$ cat src/rtl/trng_word_packer_if.sv
// Bus between a ring-oscillator sampler and the TRNG word packer:
// collection control and raw samples in, packed random words and status out.
interface trng_word_packer_if;
  logic        enable_TRO;
  logic        raw_bit;
  logic        raw_valid;
  logic [63:0] random_reg;
  logic        rng_ready;
  logic        tro_stuck;

  modport master (
    output enable_TRO, raw_bit, raw_valid,
    input  random_reg, rng_ready, tro_stuck
  );

  modport slave (
    input  enable_TRO, raw_bit, raw_valid,
    output random_reg, rng_ready, tro_stuck
  );
endinterface

$ cat src/rtl/trng_word_packer.sv
// Packs (optionally von Neumann debiased) ring-oscillator bits into 64-bit
// random words, with a post-word idle gap and a sticky stuck-source detector.
module trng_word_packer #(
  parameter int VN_EN       = 1,
  parameter int GAP_CYCLES  = 6,
  parameter int STUCK_LIMIT = 128
) (
  input logic                 clk,
  input logic                 trng_rst_n,
  trng_word_packer_if.slave   bus
);

  typedef enum logic [1:0] {
    IDLE    = 2'd0,
    COLLECT = 2'd1,
    PRESENT = 2'd2,
    GAP     = 2'd3
  } state_t;

  localparam logic [7:0] GAP_LOAD_C  = 8'(GAP_CYCLES);
  localparam logic [9:0] STUCK_LIM_C = 10'(STUCK_LIMIT);

  state_t      state_r;
  logic [63:0] shift_r;
  logic [5:0]  bit_cnt_r;
  logic [7:0]  gap_cnt_r;
  logic        pend_r;
  logic        first_r;
  logic        prev_valid_r;
  logic        prev_bit_r;
  logic [9:0]  stuck_cnt_r;
  logic [63:0] random_reg_r;
  logic        rng_ready_r;
  logic        tro_stuck_r;

  logic        acc_s;
  logic        acc_bit_s;
  logic        stuck_upd_s;
  logic [9:0]  stuck_nxt_s;

  function automatic logic [9:0] sat_inc(input logic [9:0] c);
    return (c == 10'h3FF) ? c : c + 10'd1;
  endfunction

  // Decide whether this sample yields an accepted bit and how the stuck run evolves.
  always_comb begin
    acc_s       = 1'b0;
    acc_bit_s   = bus.raw_bit;
    stuck_upd_s = 1'b0;
    stuck_nxt_s = stuck_cnt_r;
    if (state_r == COLLECT && bus.enable_TRO && bus.raw_valid) begin
      if (VN_EN != 32'sd0) begin
        if (pend_r) begin
          stuck_upd_s = 1'b1;
          if (first_r != bus.raw_bit) begin
            acc_s       = 1'b1;
            acc_bit_s   = first_r;
            stuck_nxt_s = 10'd0;
          end else begin
            stuck_nxt_s = sat_inc(stuck_cnt_r);
          end
        end else begin
          acc_s = 1'b0;
        end
      end else begin
        acc_s       = 1'b1;
        stuck_upd_s = 1'b1;
        // Raw mode: the run spans word boundaries, so the last bit survives the gap.
        if (prev_valid_r && (prev_bit_r == bus.raw_bit)) begin
          stuck_nxt_s = sat_inc(stuck_cnt_r);
        end else begin
          stuck_nxt_s = 10'd0;
        end
      end
    end else begin
      stuck_upd_s = 1'b0;
    end
  end

  // Packer state machine, shift register, counters and registered outputs.
  always_ff @(posedge clk or negedge trng_rst_n) begin
    if (!trng_rst_n) begin
      state_r      <= IDLE;
      shift_r      <= 64'd0;
      bit_cnt_r    <= 6'd0;
      gap_cnt_r    <= 8'd0;
      pend_r       <= 1'b0;
      first_r      <= 1'b0;
      prev_valid_r <= 1'b0;
      prev_bit_r   <= 1'b0;
      stuck_cnt_r  <= 10'd0;
      random_reg_r <= 64'd0;
      rng_ready_r  <= 1'b0;
      tro_stuck_r  <= 1'b0;
    end else begin
      rng_ready_r <= 1'b0;
      if (stuck_upd_s) begin
        stuck_cnt_r <= stuck_nxt_s;
        if (stuck_nxt_s >= STUCK_LIM_C) begin
          tro_stuck_r <= 1'b1;
        end
      end
      case (state_r)
        IDLE: begin
          pend_r    <= 1'b0;
          bit_cnt_r <= 6'd0;
          if (bus.enable_TRO) begin
            state_r <= COLLECT;
          end
        end
        COLLECT: begin
          if (!bus.enable_TRO) begin
            state_r   <= IDLE;
            pend_r    <= 1'b0;
            bit_cnt_r <= 6'd0;
          end else if (bus.raw_valid) begin
            if (VN_EN != 32'sd0) begin
              pend_r <= ~pend_r;
              if (!pend_r) begin
                first_r <= bus.raw_bit;
              end
            end else begin
              prev_valid_r <= 1'b1;
              prev_bit_r   <= bus.raw_bit;
            end
            if (acc_s) begin
              shift_r   <= {shift_r[62:0], acc_bit_s};
              bit_cnt_r <= bit_cnt_r + 6'd1;
              if (bit_cnt_r == 6'd63) begin
                state_r      <= PRESENT;
                random_reg_r <= {shift_r[62:0], acc_bit_s};
                rng_ready_r  <= 1'b1;
              end
            end
          end
        end
        PRESENT: begin
          state_r   <= GAP;
          gap_cnt_r <= GAP_LOAD_C;
          pend_r    <= 1'b0;
          bit_cnt_r <= 6'd0;
        end
        GAP: begin
          if (gap_cnt_r == 8'd1) begin
            state_r <= bus.enable_TRO ? COLLECT : IDLE;
          end else begin
            gap_cnt_r <= gap_cnt_r - 8'd1;
          end
        end
        default: begin
          state_r <= IDLE;
        end
      endcase
    end
  end

  assign bus.random_reg = random_reg_r;
  assign bus.rng_ready  = rng_ready_r;
  assign bus.tro_stuck  = tro_stuck_r;

endmodule

$ cat src/flat_wrapper.sv
// flat-port wrapper written by rule: the top's interface ports become plain ports
module trng_word_packer_flat 
#(
  parameter int VN_EN       = 1,
  parameter int GAP_CYCLES  = 6,
  parameter int STUCK_LIMIT = 128
)
  (clk, trng_rst_n, bus_enable_TRO, bus_raw_bit, bus_raw_valid, bus_random_reg, bus_rng_ready, bus_tro_stuck);
  trng_word_packer_if bus_i ();
  input logic clk;
  input logic trng_rst_n;
  input wire logic [$bits(bus_i.enable_TRO)-1:0] bus_enable_TRO;
  input wire logic [$bits(bus_i.raw_bit)-1:0] bus_raw_bit;
  input wire logic [$bits(bus_i.raw_valid)-1:0] bus_raw_valid;
  output wire logic [$bits(bus_i.random_reg)-1:0] bus_random_reg;
  output wire logic [$bits(bus_i.rng_ready)-1:0] bus_rng_ready;
  output wire logic [$bits(bus_i.tro_stuck)-1:0] bus_tro_stuck;
  assign bus_i.enable_TRO = bus_enable_TRO;
  assign bus_i.raw_bit = bus_raw_bit;
  assign bus_i.raw_valid = bus_raw_valid;
  assign bus_random_reg = bus_i.random_reg;
  assign bus_rng_ready = bus_i.rng_ready;
  assign bus_tro_stuck = bus_i.tro_stuck;
  trng_word_packer #(.VN_EN(VN_EN), .GAP_CYCLES(GAP_CYCLES), .STUCK_LIMIT(STUCK_LIMIT)) u_core (.clk(clk), .trng_rst_n(trng_rst_n), .bus(bus_i));
endmodule
$ cat config.mk
export PLATFORM = sky130hd
export DESIGN_NAME = trng_word_packer_flat
export DESIGN_NICKNAME = d
export VERILOG_FILES = /design/src/rtl/trng_word_packer_if.sv /design/src/rtl/trng_word_packer.sv /design/src/flat_wrapper.sv
export SDC_FILE = /design/constraint.sdc
export NUM_CORES = 1
export LEC_CHECK = 0
export ABC_CLOCK_PERIOD_IN_PS = 6000
export BUFFER_PORTS_ARGS = -buffer_cell sky130_fd_sc_hd__buf_2
export CAP_MARGIN = 10
export CORE_MARGIN = 3
export CORE_UTILIZATION = 60
export DETAILED_ROUTE_END_ITERATION = 16
export PLACE_DENSITY = 0.82
export SLEW_MARGIN = 20
export SYNTH_ARGS = -nofsm -noshare
export SYNTH_HDL_FRONTEND = slang
export SYNTH_SLANG_ARGS = --single-unit
$ cat constraint.sdc
create_clock -name clk -period 6 [get_ports clk]
set_input_delay 0.9 -clock clk [delete_from_list [all_inputs] [get_ports clk]]
set_output_delay 0.9 -clock clk [all_outputs]
set_load 0.02 [all_outputs]
# After elaboration in Yosys (flattened, before gate mapping)
# Cells that the tools add are included.
[op_classes]
multipliers = 0
n_reduce_logical = 14
n_shift = 0
n_mux = 34
n_bitwise = 1
div_mod_pow = 0
order_cmp = 1
n_eq_ne = 13
addsub = 3
[ops]
columns = ["operator", "n"]
rows = [
  ["$mux 10", 4],
  ["$mux 6", 3],
  ["$mux 1", 16],
  ["$pmux 8 s2", 1],
  ["$mux 2", 6],
  ["$pmux 6 s2", 1],
  ["$add 10x1->10 const B", 1],
  ["$eq 10x10->1 const B", 1],
  ["$ge 10x8->1 const B", 1],
  ["$reduce_and 5->1", 2],
  ["$eq 8x1->1 const B", 1],
  ["$mux 8", 1],
  ["$pmux 2 s4", 1],
  ["$reduce_and 4->1", 2],
  ["$sub 8x1->8 const B", 1],
  ["$add 6x1->6 const B", 1],
  ["$eq 6x6->1 const B", 1],
  ["$ne 3x3->1 const B", 2],
  ["$reduce_and 2->1", 3],
  ["$eq 2x2->1 const B", 2],
  ["$ne 2x2->1 const B", 2],
  ["$reduce_bool 2->1", 2],
  ["$ne 3x2->1 const B", 1],
  ["$reduce_and 3->1", 1],
  ["8 further kinds", 9],
]
[word_totals]
output_inout_bits = 66
mem_bits_rw = 0
input_bits = 5
register_bits = 157
latchBits = 0
wordCells = 76
rom_bits = 0
memories = 0

# Logic depth before layout (Yosys ltp)
[depth]
depth_word = 8
depth_mapped = 8
mapped_depth_nobuf = 6

# Worst setup path before layout
# Ideal clock, no wire load.
[synth_timing]
path_type = "in2reg"
start = "input bus_enable_TRO"
end = "register u_core.tro_stuck_r, in the netlist u_core.bus.tro_stuck"
setup_time_ns = 0.120
stages = 6
arrival_ns = 2.240
setup_slack_ns = 3.640
path_buffers = 1
path_cell_list = "nand3b_4 -> or2_1 -> buf_4 -> or3_1 -> a221o_1 -> a31o_1"
[synth_between]
elab_chain_cells = 5
word_cells_on_any_way = 6
[synth_rtl]
columns = ["element", "line_no", "source"]
rows = [
  ["from (decl)", "flat_wrapper.sv:12", "input wire logic [$bits(bus_i.enable_TRO)-1:0] bus_enable_TRO;"],
  ["$logic_and 1x1->1 (*) (2 in a row)", "trng_word_packer.sv:51", "if (state_r == COLLECT && bus.enable_TRO && bus.raw_valid) begin"],
  ["$mux 10", "trng_word_packer.sv:51", ""],
  ["$ge 10x8->1", "trng_word_packer.sv:99", "if (stuck_nxt_s >= STUCK_LIM_C) begin"],
  ["$reduce_and 2->1 (no line) (*)", "--", ""],
  ["to (signal assigned)", "trng_word_packer.sv:94", "tro_stuck_r <= 1'b0;"],
  ["to (signal assigned)", "trng_word_packer.sv:100", "tro_stuck_r <= 1'b1;"],
  ["to (decl)", "trng_word_packer.sv:34", "logic tro_stuck_r;"],
]
# Mark *: on every way between the ends. The rest lies on a longest branch, timed or not.
# A chain may end at the register's enable or synchronous reset.

# Worst setup path after layout
[layout_timing]
start = "input bus_raw_bit"
end = "register u_core.random_reg_r[8], in the netlist u_core.bus.random_reg[8]"
[layout_between]
elab_chain_cells = 5
[layout_rtl]
columns = ["element", "line_no", "source"]
rows = [
  ["from (decl)", "flat_wrapper.sv:13", "input wire logic [$bits(bus_i.raw_bit)-1:0] bus_raw_bit;"],
  ["$ne 1x1->1", "trng_word_packer.sv:55", "if (first_r != bus.raw_bit) begin"],
  ["$mux 1", "trng_word_packer.sv:55", ""],
  ["$mux 1", "trng_word_packer.sv:53", "if (pend_r) begin"],
  ["$mux 1", "trng_word_packer.sv:51", ""],
  ["$reduce_and 5->1 (no line)", "--", ""],
  ["to (signal assigned)", "trng_word_packer.sv:131", "random_reg_r <= {shift_r[62:0], acc_bit_s};"],
  ["to (decl)", "trng_word_packer.sv:32", "logic [63:0] random_reg_r;"],
]
# Every way passes these cells.

==> reports/qor_table.md <==
| Parameter | This run |
| --- | --- |
| Run status | finished, final reports clean |
| I/O pin cnt | 71 |
| Post-route DRC | 0 |
| Clock tree buffer depth | 2 |
| Measured slew at the worst slew-check pin | 0.988 ns |
| Worst Hold Path Cells | 1 |
| Number of max-slew violations in the final report | 0 |
| Post-layout net count | 528 |
| Tot GR Track Use | 0.201 |
| Number of post-CTS setup repair buffers | 0 |
| Final worst path period need | 2.70 ns |
| Overflow left after global routing | 0 |
| Final wirelength | 11.2 mm |
| Netlist cell types | 44 |
| Number of gates resized after CTS | 0 |
| Area of the placeable core | 10000 µm² |
| P&R area growth vs syn | 16.3% |
| Filler instances | 626 |
| Final Wtd Congestion | 0.921 |
| Pwr per Cell Area | 331 nW/µm² |
| Clock buffers created by TritonCTS | 17 |
| Average wire per cell in the routed design | 16.8 µm |
| Row count | 36 |
| Clock root buffer master | sky130_fd_sc_hd__clkbuf_8 |
| ANT nets after route | 0 |
| Switching power of the nets | 0.632 mW |
| Clock network latency to the later pin of the worst-skew pair | 0.52 ns |
| R2r worst-path depth | 5 |
| Net switching share of the total power | 0.260 |
| Number of input and output port buffers inserted | 70 |
| Initial Utilization | 0.631 |
| Clock transition at the registers of the reported paths | 0.07 ns |
| EDFF count, synth | 0 |
| Setup clock skew after layout | 0.00831 ns |
| CTS H-Tree Depth | 4 |
| Number of cells produced by synthesis | 447 |
| Startpoint type of the worst setup path | primary input |
| TritonCTS sink count | 157 |
| Hold slack final | 0.484 ns |
| Post-route fraction of the period consumed by the critical path | 0.451 |
| Part of the power in the clock network | 0.431 |
| DRT Pass-1 Iters | 4 |
| Top post-synthesis cells by area | sky130_fd_sc_hd__dfrtp_1 62%, sky130_fd_sc_hd__mux2_2 16%, sky130_fd_sc_hd__mux2_1 6.6% |
| Via count of the routed design | 3728 |
| CTS tree | built |
| Post-DR vias/cell | 5.61 |
| Number of global-route vias before repair | 3686 |
| Pin count of the biggest net entering global routing | 115 |
| Most instantiated cells after synthesis | 157 x sky130_fd_sc_hd__dfrtp_1, 89 x sky130_fd_sc_hd__mux2_2, 37 x sky130_fd_sc_hd__mux2_1 |
| Most used flip-flop cell after synthesis | sky130_fd_sc_hd__dfrtp_1 |
| Proportion of synthesized flip-flops having asynchronous set or reset | 1.00 |
| Die outline width | 109 µm |
| Sequential share of the synthesized area | 0.623 |
| Worst endpoint data arrival time | 3.11 ns |
| Post-synthesis average cell area | 14.1 µm² |
| Layout Cell Area excl Fill | 7340 µm² |
| Worst IR drop on VDD | 0.203 mV |
| Initial antenna violation count | 0 |
| Sequential power share | 0.481 |
| Core Util, Final | 0.734 |
| Final setup vio count | 0 |
| Layout cell share with drive strength beyond 1 | 0.376 |
| Cell area after synthesis | 6310 µm² |
| Internal power consumption | 1.80 mW |
| Summed negative setup slack over all endpoints | 0 ns |
| Number of warning messages in the yosys log | 0 |
| Area post-placement | 6750 µm² |
| Type of the most critical hold path | reg2reg |
| Upper clock frequency limit | 370 MHz |
| Portion of synthesized cell area occupied by the leading cell type | 0.623 |
| Flip-flop count of the largest register, all copies and words added | 64 |
| Static Leakage | 3.90 nW |
| RSZ-0062 raised after global routing | false |
| Maxcap violations | 0 |
| Area of the die | 11800 µm² |
| Normalized max-slew margin | 0.341 |
| Total Power | 2.43 mW |
| Final HPWL from detailed placement | 6.98 mm |
| Top cell type by total area after synthesis | sky130_fd_sc_hd__dfrtp_1 |
| Global-route wire length before repair | 18.1 mm |
| Endpoint type of the worst setup path | register |
| Flip-flop and latch count after synthesis | 157 |
| CP Class | in2reg |
| Share of total power in combinational logic | 0.089 |
| Chip height | 109 µm |
| Number of hold-slack violations in the final timing report | 0 |
| Synth Net Count | 456 |
| Diodes inserted | 0 |
| DRT iter0 DRCs | 211 |
| Number of buffers added to fix hold violations after cts | 0 |
| Req. time, crit path | 6.40 ns |
| Max Fanout on Critical Path | 50 |
| Library cell with the highest instance count after synthesis | sky130_fd_sc_hd__dfrtp_1 |
-- per-stage QoR --
| step | setup slack [ns] | cells |
|---|---|---|
| CTS | 3.33 | 665 |
| floorplan | 3.64 | 447 |
| finish | 3.30 | 665 |
| global route | 3.16 | 665 |
| detailed placement | 2.85 | 633 |
| global placement | 2.92 | 633 |
-- final timing paths --
path / startpoint / endpoint / slack [ns]
worst max-delay path: bus_raw_bit / u_core.bus.random_reg[8] / 3.30
worst min-delay path: u_core.bus.random_reg[10] / u_core.bus.random_reg[10] / 0.48
worst max register to register: u_core.first_r / u_core.bus.random_reg[8] / 3.34
worst min register to register: u_core.bus.random_reg[10] / u_core.bus.random_reg[10] / 0.48
max in group asynchronous: trng_rst_n / u_core.shift_r[40] / 4.35
min in group asynchronous: trng_rst_n / u_core.stuck_cnt_r[2] / 0.52
-- metal layers --
metal / routed length, µm / track usage / up-vias
met5: 0 / 0 / -
met4: 111 / 0.0685 / 0
met3: 464 / 0.0561 / 9
met2: 5660 / 0.330 / 86
met1: 4920 / 0.259 / 1898
li1: - / - / 1735
-- cells by family after synthesis --
logic type / synth area share
flops: 0.623
mux: 0.226
simple gates: 0.0619
compound gates: 0.0460
buf+inv: 0.0212
xor+xnor: 0.0139
fa+ha+maj: 0.00793
-- area by class of cell --
| type | instances | area, µm² | area share |
|---|---|---|---|
| clock buffers | 18 | 428 | 0.0583 |
| flip-flops and latches | 157 | 3930 | 0.535 |
| clock inverters | 14 | 158 | 0.0215 |
| well taps | 133 | 166 | 0.0227 |
| inverters | 8 | 30.0 | 0.00409 |
| multi-input cells | 262 | 2250 | 0.307 |
| repair buffers | 73 | 379 | 0.0517 |
-- worst max-delay path: stages --
cell	delay [ns]
sky130_fd_sc_hd__buf_2	0.13
sky130_fd_sc_hd__xnor2_1	0.55
sky130_fd_sc_hd__nor3_4	0.11
sky130_fd_sc_hd__nand2_2	0.36
sky130_fd_sc_hd__buf_4	0.61
sky130_fd_sc_hd__mux2_2	0.41
-- cell usage in the layout (no fill, tap or decap), types with 7 or more instances in the layout --
| cell | netlist | routed |
|---|---|---|
| sky130_fd_sc_hd__a21oi_1 | 9 | 9 |
| sky130_fd_sc_hd__buf_2 | 11 | 69 |
| sky130_fd_sc_hd__clkbuf_16 | 0 | 16 |
| sky130_fd_sc_hd__dfrtp_1 | 157 | 157 |
| sky130_fd_sc_hd__inv_1 | 8 | 8 |
| sky130_fd_sc_hd__mux2_1 | 37 | 37 |
| sky130_fd_sc_hd__mux2_2 | 89 | 89 |
| sky130_fd_sc_hd__nand2_1 | 22 | 21 |
| sky130_fd_sc_hd__nand4_1 | 7 | 7 |
| sky130_fd_sc_hd__nor2_1 | 17 | 17 |
| sky130_fd_sc_hd__o21ai_0 | 19 | 19 |
-- power groups by stage --
stage | Sequential [mW] | Clock (mW) | Combinational [mW]
floorplan | 1.16 | 0 | 0.171
global placement | 1.18 | 0 | 0.205
detailed placement | 1.19 | 0 | 0.212
CTS | 1.17 | 1.06 | 0.216
global route | 1.17 | 1.11 | 0.244
finish | 1.17 | 1.05 | 0.216
(Power assumes the default switching activity.)
